===== src/rtl/uart_mmio_bridge.sv =====
// Memory-mapped bridge between the CPU data port and a UART byte interface:
// RX/TX byte FIFOs, TX overflow flag and a free-running cycle counter.
module uart_mmio_bridge #(
  parameter int          RX_DEPTH = 8,
  parameter int          TX_DEPTH = 8,
  parameter logic [3:0]  BASE     = 4'h8
) (
  input  logic        clk,
  input  logic        rst,
  input  logic        stall,
  input  logic [31:0] addr,
  input  logic        re,
  input  logic [3:0]  we,
  input  logic [31:0] din,
  output logic [31:0] dout,
  input  logic [7:0]  uart_rx_data,
  input  logic        uart_rx_valid,
  output logic        uart_rx_ready,
  output logic [7:0]  uart_tx_data,
  output logic        uart_tx_valid,
  input  logic        uart_tx_ready
);

  localparam int RXPW = $clog2(RX_DEPTH);
  localparam int RXCW = RXPW + 1;
  localparam int TXPW = $clog2(TX_DEPTH);
  localparam int TXCW = TXPW + 1;
  localparam logic [RXCW-1:0] RX_FULL = RXCW'(RX_DEPTH);
  localparam logic [TXCW-1:0] TX_FULL = TXCW'(TX_DEPTH);

  logic [7:0]      rx_mem [RX_DEPTH];
  logic [RXPW-1:0] rx_wr_ptr, rx_rd_ptr;
  logic [RXCW-1:0] rx_count;
  logic [7:0]      tx_mem [TX_DEPTH];
  logic [TXPW-1:0] tx_wr_ptr, tx_rd_ptr;
  logic [TXCW-1:0] tx_count;
  logic            tx_ovf;
  logic [31:0]     cyc_cnt;
  logic [31:0]     rd_mux;
  logic [31:0]     rd_data_p1;

  logic       sel, cpu_en, cpu_rd, cpu_wr;
  logic [2:0] off;
  logic       rx_empty, rx_full, tx_empty, tx_full;
  logic       rx_push, rx_pop, tx_push, tx_pop;
  logic       tx_ovf_set, tx_ovf_clr, cnt_clr;
  logic [7:0] rx_head;

  // Address bits outside the decoded fields and the upper write byte lanes are don't-care.
  logic unused_ok;
  assign unused_ok = ^{addr[27:5], addr[1:0], din[31:8]};

  assign sel    = (addr[31:28] == BASE);
  assign off    = addr[4:2];
  assign cpu_en = sel && !stall;
  assign cpu_rd = cpu_en && re;
  assign cpu_wr = cpu_en && (we != 4'b0000);

  assign rx_empty = (rx_count == '0);
  assign rx_full  = (rx_count == RX_FULL);
  assign tx_empty = (tx_count == '0);
  assign tx_full  = (tx_count == TX_FULL);
  assign rx_head  = rx_mem[rx_rd_ptr];

  // Ready comes from the registered count only, so a full FIFO never accepts in the pop cycle.
  assign uart_rx_ready = !rst && !rx_full;
  assign uart_tx_valid = !rst && !tx_empty;
  assign uart_tx_data  = tx_mem[tx_rd_ptr];

  assign rx_push    = uart_rx_valid && uart_rx_ready;
  assign rx_pop     = !rst && cpu_rd && (off == 3'd1) && !rx_empty;
  assign tx_push    = !rst && cpu_wr && (off == 3'd3) && !tx_full;
  assign tx_pop     = uart_tx_valid && uart_tx_ready;
  assign tx_ovf_set = cpu_wr && (off == 3'd3) && tx_full;
  assign tx_ovf_clr = cpu_wr && (off == 3'd2);
  assign cnt_clr    = cpu_wr && (off == 3'd4);

  always_comb begin
    rd_mux = '0;
    unique case (off)
      3'd0:    rd_mux = {31'b0, !rx_empty};
      3'd1:    rd_mux = rx_empty ? 32'h0 : {24'b0, rx_head};
      3'd2:    rd_mux = {30'b0, tx_ovf, !tx_full};
      3'd4:    rd_mux = cyc_cnt;
      default: rd_mux = '0;
    endcase
  end

  always_ff @(posedge clk) begin
    if (rx_push) rx_mem[rx_wr_ptr] <= uart_rx_data;
    if (tx_push) tx_mem[tx_wr_ptr] <= din[7:0];
  end

  always_ff @(posedge clk) begin
    if (rst) begin
      rx_wr_ptr <= '0;
      rx_rd_ptr <= '0;
      rx_count  <= '0;
    end else begin
      if (rx_push) rx_wr_ptr <= rx_wr_ptr + RXPW'(1);
      if (rx_pop)  rx_rd_ptr <= rx_rd_ptr + RXPW'(1);
      unique case ({rx_push, rx_pop})
        2'b10:   rx_count <= rx_count + RXCW'(1);
        2'b01:   rx_count <= rx_count - RXCW'(1);
        default: rx_count <= rx_count;
      endcase
    end
  end

  always_ff @(posedge clk) begin
    if (rst) begin
      tx_wr_ptr <= '0;
      tx_rd_ptr <= '0;
      tx_count  <= '0;
      tx_ovf    <= 1'b0;
    end else begin
      if (tx_push) tx_wr_ptr <= tx_wr_ptr + TXPW'(1);
      if (tx_pop)  tx_rd_ptr <= tx_rd_ptr + TXPW'(1);
      unique case ({tx_push, tx_pop})
        2'b10:   tx_count <= tx_count + TXCW'(1);
        2'b01:   tx_count <= tx_count - TXCW'(1);
        default: tx_count <= tx_count;
      endcase
      if (tx_ovf_clr)      tx_ovf <= 1'b0;
      else if (tx_ovf_set) tx_ovf <= 1'b1;
    end
  end

  // Counter runs through stalls; a clearing write wins over the increment.
  always_ff @(posedge clk) begin
    if (rst)          cyc_cnt <= '0;
    else if (cnt_clr) cyc_cnt <= '0;
    else              cyc_cnt <= cyc_cnt + 32'd1;
  end

  // Stage p1: registered read data, frozen while the pipeline is stalled.
  always_ff @(posedge clk) begin
    if (rst)         rd_data_p1 <= '0;
    else if (!stall) rd_data_p1 <= (sel && re) ? rd_mux : 32'h0;
  end

  assign dout = rd_data_p1;

endmodule


===== config.mk =====
export PLATFORM = sky130hd
export DESIGN_NAME = uart_mmio_bridge
export DESIGN_NICKNAME = d
export VERILOG_FILES = /design/src/rtl/uart_mmio_bridge.sv
export SDC_FILE = /design/constraint.sdc
export NUM_CORES = 1
export LEC_CHECK = 0
export CORE_ASPECT_RATIO = 0.5
export CORE_MARGIN = 2
export CORE_UTILIZATION = 54
export DETAILED_ROUTE_END_ITERATION = 8
export GPL_TIMING_DRIVEN = 0
export PLACE_DENSITY = 0.79
export SYNTH_ARGS = -nofsm -noshare
export SYNTH_HDL_FRONTEND = slang
export SYNTH_SLANG_ARGS = --single-unit

===== constraint.sdc =====
create_clock -name clk -period 3.59 [get_ports clk]
set_input_delay 0.8975 -clock clk [delete_from_list [all_inputs] [get_ports clk]]
set_output_delay 0.8975 -clock clk [all_outputs]
set_load 0.01 [all_outputs]

==> flow_summary_export.csv, run 1 <==
group,metric,value,unit
floorplanning,core-area,16200,um2
critical_path,cp.depth,4,
pwr,intPower,3.94,mW
critical_path,worstSetupStartpointType,"flop",
critical_path,critPathKind,"reg2out",
pwr,p_leak,3.40,nW
detailed_routing,first_pass_iters,5,
yosys,syn_area,8860,um2
final_layout,fin_util,0.649,
hold_path,min_path_type,"reg2reg",
clock_network,cts_tree,"done",
floorplanning,die_area,17500,um2
pwr,clockPowerShare,0.426,
status,status,"complete, no violations",
final_layout,seq_area,5670,um2
detailed_routing,wl_per_cell,18.4,um
detailed_routing,ant_nets,0,
critical_path,critPathMaxStageDelay,0.57,ns
hold_path,hold_depth,1,
clock_network,clock-root-buffer,"clkbuf_16",
critical_path,end_kind,"output pin",
sta,rsz0062_at_grt,"false",
floorplanning,pin_count,124,
floorplanning,die_w,185,um
global_route,grt_overflow,0,
sta,min_period_over_period,0.963,
yosys,syn_area_per_cell,14.0,um2
sta,setup_ws,0.132,ns
sta,fin_crit,3.46,ns
place,preCtsSetupSlack,-0.593,ns
sta,finClkSkew,0.00980,ns
critical_path,arrival,2.56,ns
detailed_routing,via_per_inst,5.79,
critical_path,required,2.69,ns
sta,timing.setup.tns,0,ns
detailed_routing,routed_wl,17800,um
yosys,ys_types,50,
global_route,grt_usage,0.210,
critical_path,path_delay_family,"buffers and inverters",
final_layout,syn_to_final_growth,18.8,%
pwr,p_comb_frac,0.027,
yosys,synthTopCellsByArea,"edfxtp_1, dfxtp_1, mux4_2",
pwr,p_switching,961,uW
place,dp_hpwl,12100,um
detailed_routing,drt_iter0_markers,355,
global_route,grt_pass1_wl,28500,um
critical_path,worst-path-max-fanout,10,
critical_path,crit_slowest_cell,"dfxtp_1",
clock_network,cts_buffers,19,
detailed_routing,num_vias,5597,
floorplanning,fp.dieH,94.6,um
clock_network,cts_sinks,219,
sta,holdWs,0.479,ns
yosys,ys.flop_type,"edfxtp_1",
sta,worstMarginPinSlew,1.16,ns
place,place.gp.congestion,0.807,
sta,setup_viol,0,
pwr,pwr-share-seq,0.547,
pwr,power.share.switching,0.196,
yosys,synth_edf_count,128,
yosys,synth_cells,634,
final_layout,diodes,0,
job,cap_violations,0,
sta,hold_viol,0,
yosys,ys_warn_count,0,
detailed_routing,drc,0,
pwr,p_per_area,465,nW/um2
global_route,grt_max_degree,17,
place,io_buffers,73,
pwr,power,4.90,mW
yosys,synth_top_cell_area_share,0.434,
critical_path,crit_chain,"clkbuf_2, mux4_2, mux2_2, clkdlybuf4s50_1",
final_layout,nFillCells,1204,
clock_network,clock_latency,0.48,ns
pwr,vdd_drop_max,279,uV
clock_network,htreeDepth,1,
sta,slew_violations,0,
sta,relSlewSlack,0.218,
yosys,synth-seq-cells,219,
clock_network,cts_buffer_depth,3,
final_layout,drive_above_1_share,0.130,
critical_path,reg2regPathDepth,5,
final_layout,final_nets,820,
critical_path,crit_buf_inv,2,
global_route,antenna_found_initial,0,
final_layout,multi_input_area,3040,um2
global_route,grt_pass1_vias,5629,
yosys,synth_largest_area_cell,"edfxtp_1",
yosys,synthArstFlopShare,0,
yosys,syn_nets,727,
floorplanning,num_rows,33,
clock_network,clkTransAtPathRegs,0.07,ns
sta,max_freq,289,MHz
floorplanning,start_util,0.546,
yosys,ys_seq_area_frac,0.640,
[power groups by stage]
stage | combinational (mW) | sequential (mW) | clock (mW)
after floorplan | 0.0565 | 2.73 | 0
after global placement | 0.125 | 2.73 | 0
after detailed placement | 0.130 | 2.73 | 0
after CTS | 0.132 | 2.68 | 2.11
after global routing | 0.145 | 2.68 | 2.21
final | 0.132 | 2.68 | 2.09
[cells in the final DEF, fill, tap and decap left out, types with 10 or more instances in the layout]
cell             synthesis  layout
nand2_1                 29      29
nor4_1                  11      11
nor3_1                  15      12
nor2b_1                 12      12
edfxtp_1               128     128
inv_1                   11      11
nand3_1                 12      12
a21oi_1                 21      21
xnor2_1                 14      14
ha_1                    11      11
clkbuf_1                25      26
clkbuf_16                0      19
mux2_2                  20      20
nand4_1                 13      13
nor2_1                  52      52
mux4_2                  32      32
o21ai_0                 10      10
a22o_1                  26      26
xor2_1                  10      10
clkdlybuf4s50_1          0      73
dfxtp_1                 91      90
[sequential cells by signal, summed over array words and instances (netlist names), named ones only]
signal,cells
cyc_cnt,32
dout,32
rx_count,4
rx_mem,64
rx_rd_ptr,3
rx_wr_ptr,3
tx_count,4
tx_mem,64
tx_ovf,1
tx_rd_ptr,3
tx_wr_ptr,3
[metrics by stage]
step	cell area, um2	instances
after floorplan	8860	634
after global placement	9870	934
after detailed placement	9870	934
after CTS	10500	965
after global routing	10500	966
final	10500	966
[synthesized netlist by cell type, types with 2 or more instances]
cell type  number
and2_1          6
inv_1          11
nor2_1         52
and4_1          2
nand4_1        13
clkbuf_1       25
o31ai_1         5
and3_1          3
xor2_1         10
a22o_1         26
mux2_2         20
ha_1           11
nor4b_1         2
nor3_1         15
edfxtp_1      128
o2111ai_1       2
or2_2           2
or3b_2          2
mux4_2         32
o21ai_0        10
nand3_1        12
nor2b_1        12
or3_1           8
o41ai_1         6
a21oi_1        21
nor4_1         11
xnor2_1        14
dfxtp_1        91
buf_1           2
nand2b_1        7
a221o_1         6
or4_1           8
nand2_1        29
nand4b_1        4
buf_2           3
mux2i_1         6
nor3b_1         4
[worst register-to-register path, stage by stage, from the launching register on]
cell and delay, ns:
dfxtp_1 0.32, clkbuf_1 0.26, nor4b_1 0.14, nor3b_1 0.52, nand2b_1 0.25, nor3_1 0.94
[worst paths after layout]
path / from / end / slack (ns)
worst max-delay path: flop / uart_tx_data[6] / 0.13
worst min-delay path: dout[25]$_SDFFE_PP0N_ / dout[25]$_SDFFE_PP0N_ / 0.48
worst max register to register: rx_count[1]$_SDFFE_PP0P_ / rx_mem[0][7]$_DFFE_PP_ / 0.77
worst min register to register: dout[25]$_SDFFE_PP0N_ / dout[25]$_SDFFE_PP0N_ / 0.48
[final cells by class]
type	count	area share
clock inverter	8	0.0106
timing repair buffer	74	0.0701
clock buffer	25	0.0483
inverter	11	0.00392
sequential	219	0.538
buffer	29	0.0124
multi-input combinational	373	0.289
tap	227	0.0270
[metal layers]
layer | vias to the layer above | track usage | routed length (um)
met5 | - | 0 | 0
met4 | 0 | 0.0509 | 389
met3 | 39 | 0.0428 | 773
met2 | 143 | 0.369 | 8750
met1 | 2782 | 0.271 | 7860
li1 | 2633 | - | -
[kinds of logic after synthesis]
kind of cell               after synthesis  synth area share
and+or+nand+nor                        197             0.120
muxes                                   58             0.114
AOI/OAI and AO/OA                       82            0.0674
DFF                                    219             0.640
adders and majority gates               12            0.0167
buffers and inverters                   42            0.0191
xor gates and xnor gates                24            0.0237
[what timing repair did]
item,in CTS,in global routing
endpoints found under the setup margin,19,7
buffers inserted,0,1
resized for setup,6,4
pin swaps,0,1
hold buffers,0,0
Power figures use the tool's default switching activity.
==> run 2: changes to the inputs <==
Settings changed: GPL_ROUTABILITY_DRIVEN set to 0, HOLD_SLACK_MARGIN set to 0.06.
==> results of run 2 <==
Final layout, timing and power as in run 1 (identical DEF).
==> patch 1: new RTL, flow settings as in run 2 <==
Change the parameter `RX_DEPTH` from 8 to 16.
--- a/src/rtl/uart_mmio_bridge.sv
+++ b/src/rtl/uart_mmio_bridge.sv
@@ -1,7 +1,7 @@
 // Memory-mapped bridge between the CPU data port and a UART byte interface:
 // RX/TX byte FIFOs, TX overflow flag and a free-running cycle counter.
 module uart_mmio_bridge #(
-  parameter int          RX_DEPTH = 8,
+  parameter int          RX_DEPTH = 16,
   parameter int          TX_DEPTH = 8,
   parameter logic [3:0]  BASE     = 4'h8
 ) (
Check against the original RTL: not equivalent (Yosys sat finds a counterexample within 10 cycles, from zero or initial values and one cycle with rst high).
==> patch 1 against run 2 <==
Global-route usage barely moved. Combinational power increased by 25%. Setup slack worse by 0.097 ns. Sequential cell count up 68. Utilization rose by 0.47 points. Critical path type is now in2reg. Clock skew increased by 0.0078 ns. Worst hold slack better by 0.00059 ns. Design area is 29% higher. Critical endpoint is now rx_count[2]. Maximum frequency is 2.7% lower. Area after synthesis up 30%. Total power increased by 30%. Synthesized cell count grew 25%. Wire length rose by 31%.
==> patch 1: results (changes against run 2) <==
## Finish
* Signal buffers: 121, was 103
* Clock buffer cells: 28, was 25
* final non-filler cell total: 1185, was 966
* layout sequential cell count: 287, was 219
* biggest regs: rx_mem (128), tx_mem (64), was rx_mem (64), tx_mem (64)
* area fraction of clock buffers and clock inverters: 6.01%, was 5.89%
* non-clock inverter count in the final layout: 13, was 11
* Non-clock buffer share: 7.28%, was 8.25%

## Logic synthesis
* number of distinct standard cells referenced by the synthesized netlist: 56, was 50
* number of enable flip-flop cells after synthesis: 192, was 128
* syn_nets: 887, was 727
* multiplexer share of the synthesized area: 10.7%, was 11.4%
* cell types occupying the most area after synthesis: edfxtp_1, dfxtp_1, mux4_2, nor2_1, nand2_1, was edfxtp_1, dfxtp_1, mux4_2, a22o_1, mux2_2
* portion of the post-synthesis area used by sequential elements: 66.4%, was 64.0%
* area share of xor/xnor cells in the synthesized design: 3.34%, was 2.37%

## Drt
* total length of routed met3 wires: 1310 um, was 773 um
* number of design-rule violations left by the first detailed-router iteration: 595, was 355
* post-route met1 wirelength: 10400 um, was 7860 um

## Setup path
* largest stage delay on the critical path: 0.45 ns, was 0.57 ns
* Data arrival, critical path: 3.97 ns, was 2.56 ns
* Reg-to-Reg End: rx_count[2], was rx_mem[0][7]
* register-to-register setup slack: 0.27 ns, was 0.77 ns
* cell type of the slowest stage on the worst timing path: clkdlybuf4s50_1, was dfxtp_1

## CTS
* insertion delay to the later sink of the worst-skew pair: 0.53 ns, was 0.48 ns
* TritonCTS buffer count: 25, was 19

## Global routing
* Global Route met1 Usage: 29.6%, was 27.1%
* number of global-route vias before repair: 6852, was 5629
* grt met2 use: 35.6%, was 36.9%
* total global-route track usage: 21.0%, about the same

## Placed design
* number of cells in the design after placement: 1137, was 934
* setup slack at placement: -0.795 ns, was -0.593 ns

## Pwr
* peak supply drop: 0.234 mV, was 0.279 mV

## STA
* worst clock skew: 0.0176 ns, was 0.00980 ns
* headroom to the max-slew limit: 11.1%, was 21.8%

## Outcome
* run status: complete, no violations, unchanged

## Floorplanning
* width of the chip: 211 um, was 185 um

## Worst hold path
* launch point of the worst hold path: dout[2], was dout[25]

[patch 1: cell count changes after synthesis, moves of 8 or more]
cell and delta:
edfxtp_1 +64, nand2_1 +34, nor2_1 +17, mux4_2 +15, mux2_2 -12, xnor2_1 +11, buf_2 +10, a21oi_1 -9
nand3_1 +9, xor2_1 +9, nor2b_1 -8, or4_1 -8
[patch 1: power groups by stage]
stage	Clock, mW	Sequential, mW	Combinational, mW
2_1_floorplan	0	3.62	0.0671
3_3_place_gp	0	3.62	0.151
3_5_place_dp	0	3.62	0.158
4_1_cts	2.72	3.55	0.163
5_1_grt	2.83	3.55	0.181
6_report	2.68	3.55	0.165
[patch 1: cell families after synthesis]
logic type	count (synthesis)
DFF	287
and+or+nand+nor	242
AOI/OAI and AO/OA	81
muxes	64
buffers and inverters	59
xor gates and xnor gates	44
adders and majority gates	14
[patch 1: worst min-delay path, cell delays in order (launching register included)]
cell and delay, ns:
dfxtp_1 0.32, nand2_1 0.05, nand3_1 0.06
[patch 1: how the worst max path moves through the flow]
stage                     depth (start not counted)      from  slack [ns]          end
final                                            15  addr[30]        0.04  rx_count[2]
after global routing                             15  addr[30]       -0.09  rx_count[2]
after CTS                                        15  addr[30]        0.02  rx_count[2]
after detailed placement                         16       rst       -0.80  rx_count[4]
after global placement                           16       rst       -0.76  rx_count[4]
after floorplan                                  15     stall        0.08  rx_count[4]
[patch 1: through the flow]
step           utilization (%)  TNS, ns
2_1_floorplan                -        0
3_3_place_gp              60.9   -27.34
3_5_place_dp              60.9   -40.43
4_1_cts                   65.2        0
5_1_grt                   65.3  -0.0890
6_report                  65.3        0
[patch 1: repair_timing]
item | CTS | global route
gates resized for setup | 20 | 4
hold endpoints to repair | 0 | 0
buffers inserted | 3 | 0
pin swaps | 4 | 1
endpoints found under the setup margin | 27 | 18
==> patch 2: new RTL, flow settings as in run 2 <==
Without the edit above. Compare `tx_count` against `TX_FULL` with >= in place of ==.
--- a/src/rtl/uart_mmio_bridge.sv
+++ b/src/rtl/uart_mmio_bridge.sv
@@ -59,7 +59,7 @@
   assign rx_empty = (rx_count == '0);
   assign rx_full  = (rx_count == RX_FULL);
   assign tx_empty = (tx_count == '0);
-  assign tx_full  = (tx_count == TX_FULL);
+  assign tx_full  = (tx_count >= TX_FULL);
   assign rx_head  = rx_mem[rx_rd_ptr];
 
   // Ready comes from the registered count only, so a full FIFO never accepts in the pop cycle.
Formal check against the unedited RTL: no difference found for any inputs over 4 cycles, from zero or initial values and one cycle with rst high; that may be too few to reach the edited logic, so the function may still have changed.
==> patch 2 against run 2 <==
Total power is 1.5% lower. Non-clock buffer count is 7 higher. Area after synthesis grew 1.1%. Die area up 1.1%. Setup slack lost 0.046 ns. Utilization increased by 0.51 points. Critical path type is now in2out. Highest routed layer unchanged. Register-to-register slack better by 0.10 ns. Sequential cell count unchanged. Largest cell class unchanged. Wire length is 3.8% higher. Design area grew 1.3%. Sequential power about the same. Count of clock-buffer cells in the layout grew 4.
==> patch 2: results (changes against run 2) <==
## Outcome
* run status: complete, no violations, unchanged

## CTS
* number of gates given a new drive strength after cts: 10, was 6
* CTS HTree Levels: 1, unchanged
* TritonCTS buffer count: 20, was 19
* insertion delay to the later sink of the worst-skew pair: 0.49 ns
* buffers inserted by post-CTS timing repair: 0, unchanged
* maximum buffer depth of the clock tree: 3, unchanged
* cell chosen for the clock root: clkbuf_16, unchanged

## Logic synthesis
* syn_nets: 735, was 727
* gate count after technology mapping: 642, was 634
* ys async rst share: 0%, unchanged
* cell taking the most area after synthesis: edfxtp_1, unchanged
* cell types occupying the most area after synthesis: edfxtp_1, dfxtp_1, mux4_2, a22o_1, mux2_2, unchanged
* portion of the post-synthesis area used by sequential elements: 63.3%, was 64.0%
* Synthesis Warnings: 0, unchanged
* number of distinct standard cells referenced by the synthesized netlist: 50, unchanged
* top_reg_cell synth: edfxtp_1, unchanged
* most numerous cell types in the synthesized netlist: edfxtp_1, dfxtp_1, nor2_1, unchanged

## Global routing
* met3 routing resource usage after global routing: 3.82%, was 4.28%
* total global-route track usage: 21.6%, was 21.0%
* Global Route met1 Usage: 28.8%, was 27.1%
* grt met2 use: 38.1%, was 36.9%
* number of global-route vias before repair: 5433, was 5629
* maximum number of pins on one net before global-route repair: 16, was 17
* wire length of the first global-routing pass: 29300 um, was 28500 um

## Drt
* post-route met1 wirelength: 8130 um, was 7860 um
* total length of routed met3 wires: 1020 um, was 773 um
* length of the first detailed-routing pass in iterations: 5, unchanged
* met2 layer wire length in the routed design: 9070 um, was 8750 um
* routed wirelength normalized by instance count: 18.8 um, was 18.4 um
* highest metal used: met4, unchanged
* number of design-rule violations left by the first detailed-router iteration: 572, was 355
* total number of vias: 5710, was 5597

## STA
* Worst Max-Slew Pin Slew: 1.28 ns, was 1.16 ns
* worst clock skew: 0.00793 ns, was 0.00980 ns

## Placed design
* number of cells in the design after placement: 945, was 934
* setup slack at placement: -0.701 ns, was -0.593 ns
* cell area after placement: 10000 sq um, was 9870 sq um
* post-detailed-placement half-perimeter wirelength: 12300 um, was 12100 um
* count of buffers inserted at the top-level ports: 74, was 73

## Setup path
* cell type of the slowest stage on the worst timing path: clkdlybuf4s50_1, was dfxtp_1
* Data arrival, critical path: 2.61 ns, was 2.56 ns
* cell family contributing the most delay on the critical path: buffers and inverters, unchanged
* largest stage delay on the critical path: 0.57 ns, about the same

## Pwr
* leakage power figure: 3.47 nW, was 3.40 nW
* peak supply drop: 0.295 mV, was 0.279 mV

## Finish
* final net count: 832, was 820
* share of layout cells above drive strength 1: 15.1%, was 13.0%
* biggest regs: rx_mem (64), tx_mem (64), unchanged
* final non-filler cell total: 980, was 966

## Worst hold path
* type of the most critical hold path: reg2reg, unchanged

[patch 2: final timing paths]
| path | endpoint | start | slack (ns) | depth (start not counted) |
|---|---|---|---|---|
| hold reg to reg | dout[30] | dout[30] | 0.48 | 1 |
| hold / removal | dout[30] | dout[30] | 0.48 | 1 |
| setup / recovery | uart_tx_valid | rst | 0.09 | 6 |
| setup reg to reg | rx_count[2] | rx_count[1] | 0.87 | 11 |
[patch 2: final cells by class]
| cell class | instances | area (sq um) |
|---|---|---|
| Tap cell | 227 | 284 |
| Timing Repair Buffer | 76 | 756 |
| Clock inverter | 7 | 32.5 |
| Sequential cell | 219 | 5670 |
| Inverter | 12 | 45.0 |
| Fill cell | 1170 | 5650 |
| Clock buffer | 29 | 576 |
| Buffer | 34 | 171 |
| Multi-Input combinational cell | 376 | 3130 |
[patch 2: power by group]
part | leakage (nW) | internal [mW] | switching, mW | total, mW
clock | 0.291 | 1.11 | 0.888 | 2.00
combinational | 1.29 | 0.0631 | 0.0823 | 0.145
sequential | 1.89 | 2.67 | 0.00982 | 2.68
[patch 2: logic make-up (layout without fill, tap and decap cells)]
group / Yosys count / count (layout) / share of synthesized area, %
xor gates and xnor gates: 18 / 18 / 1.76
and+or+nand+nor: 184 / 184 / 12.1
AOI/OAI and AO/OA: 103 / 103 / 7.71
buffers and inverters: 47 / 158 / 2.18
muxes: 60 / 60 / 11.4
DFF: 219 / 219 / 63.3
adders and majority gates: 11 / 11 / 1.54
[patch 2: worst register-to-register path, cell delays in order (launching register included)]
cell      delay (ns)
dfxtp_1         0.30
clkbuf_1        0.27
nor3_1          0.13
a211oi_2        0.49
inv_1           0.14
ha_1            0.29
xor2_1          0.16
ha_1            0.19
a21oi_1         0.14
xor2_1          0.10
or3_1           0.31
a21oi_1         0.14
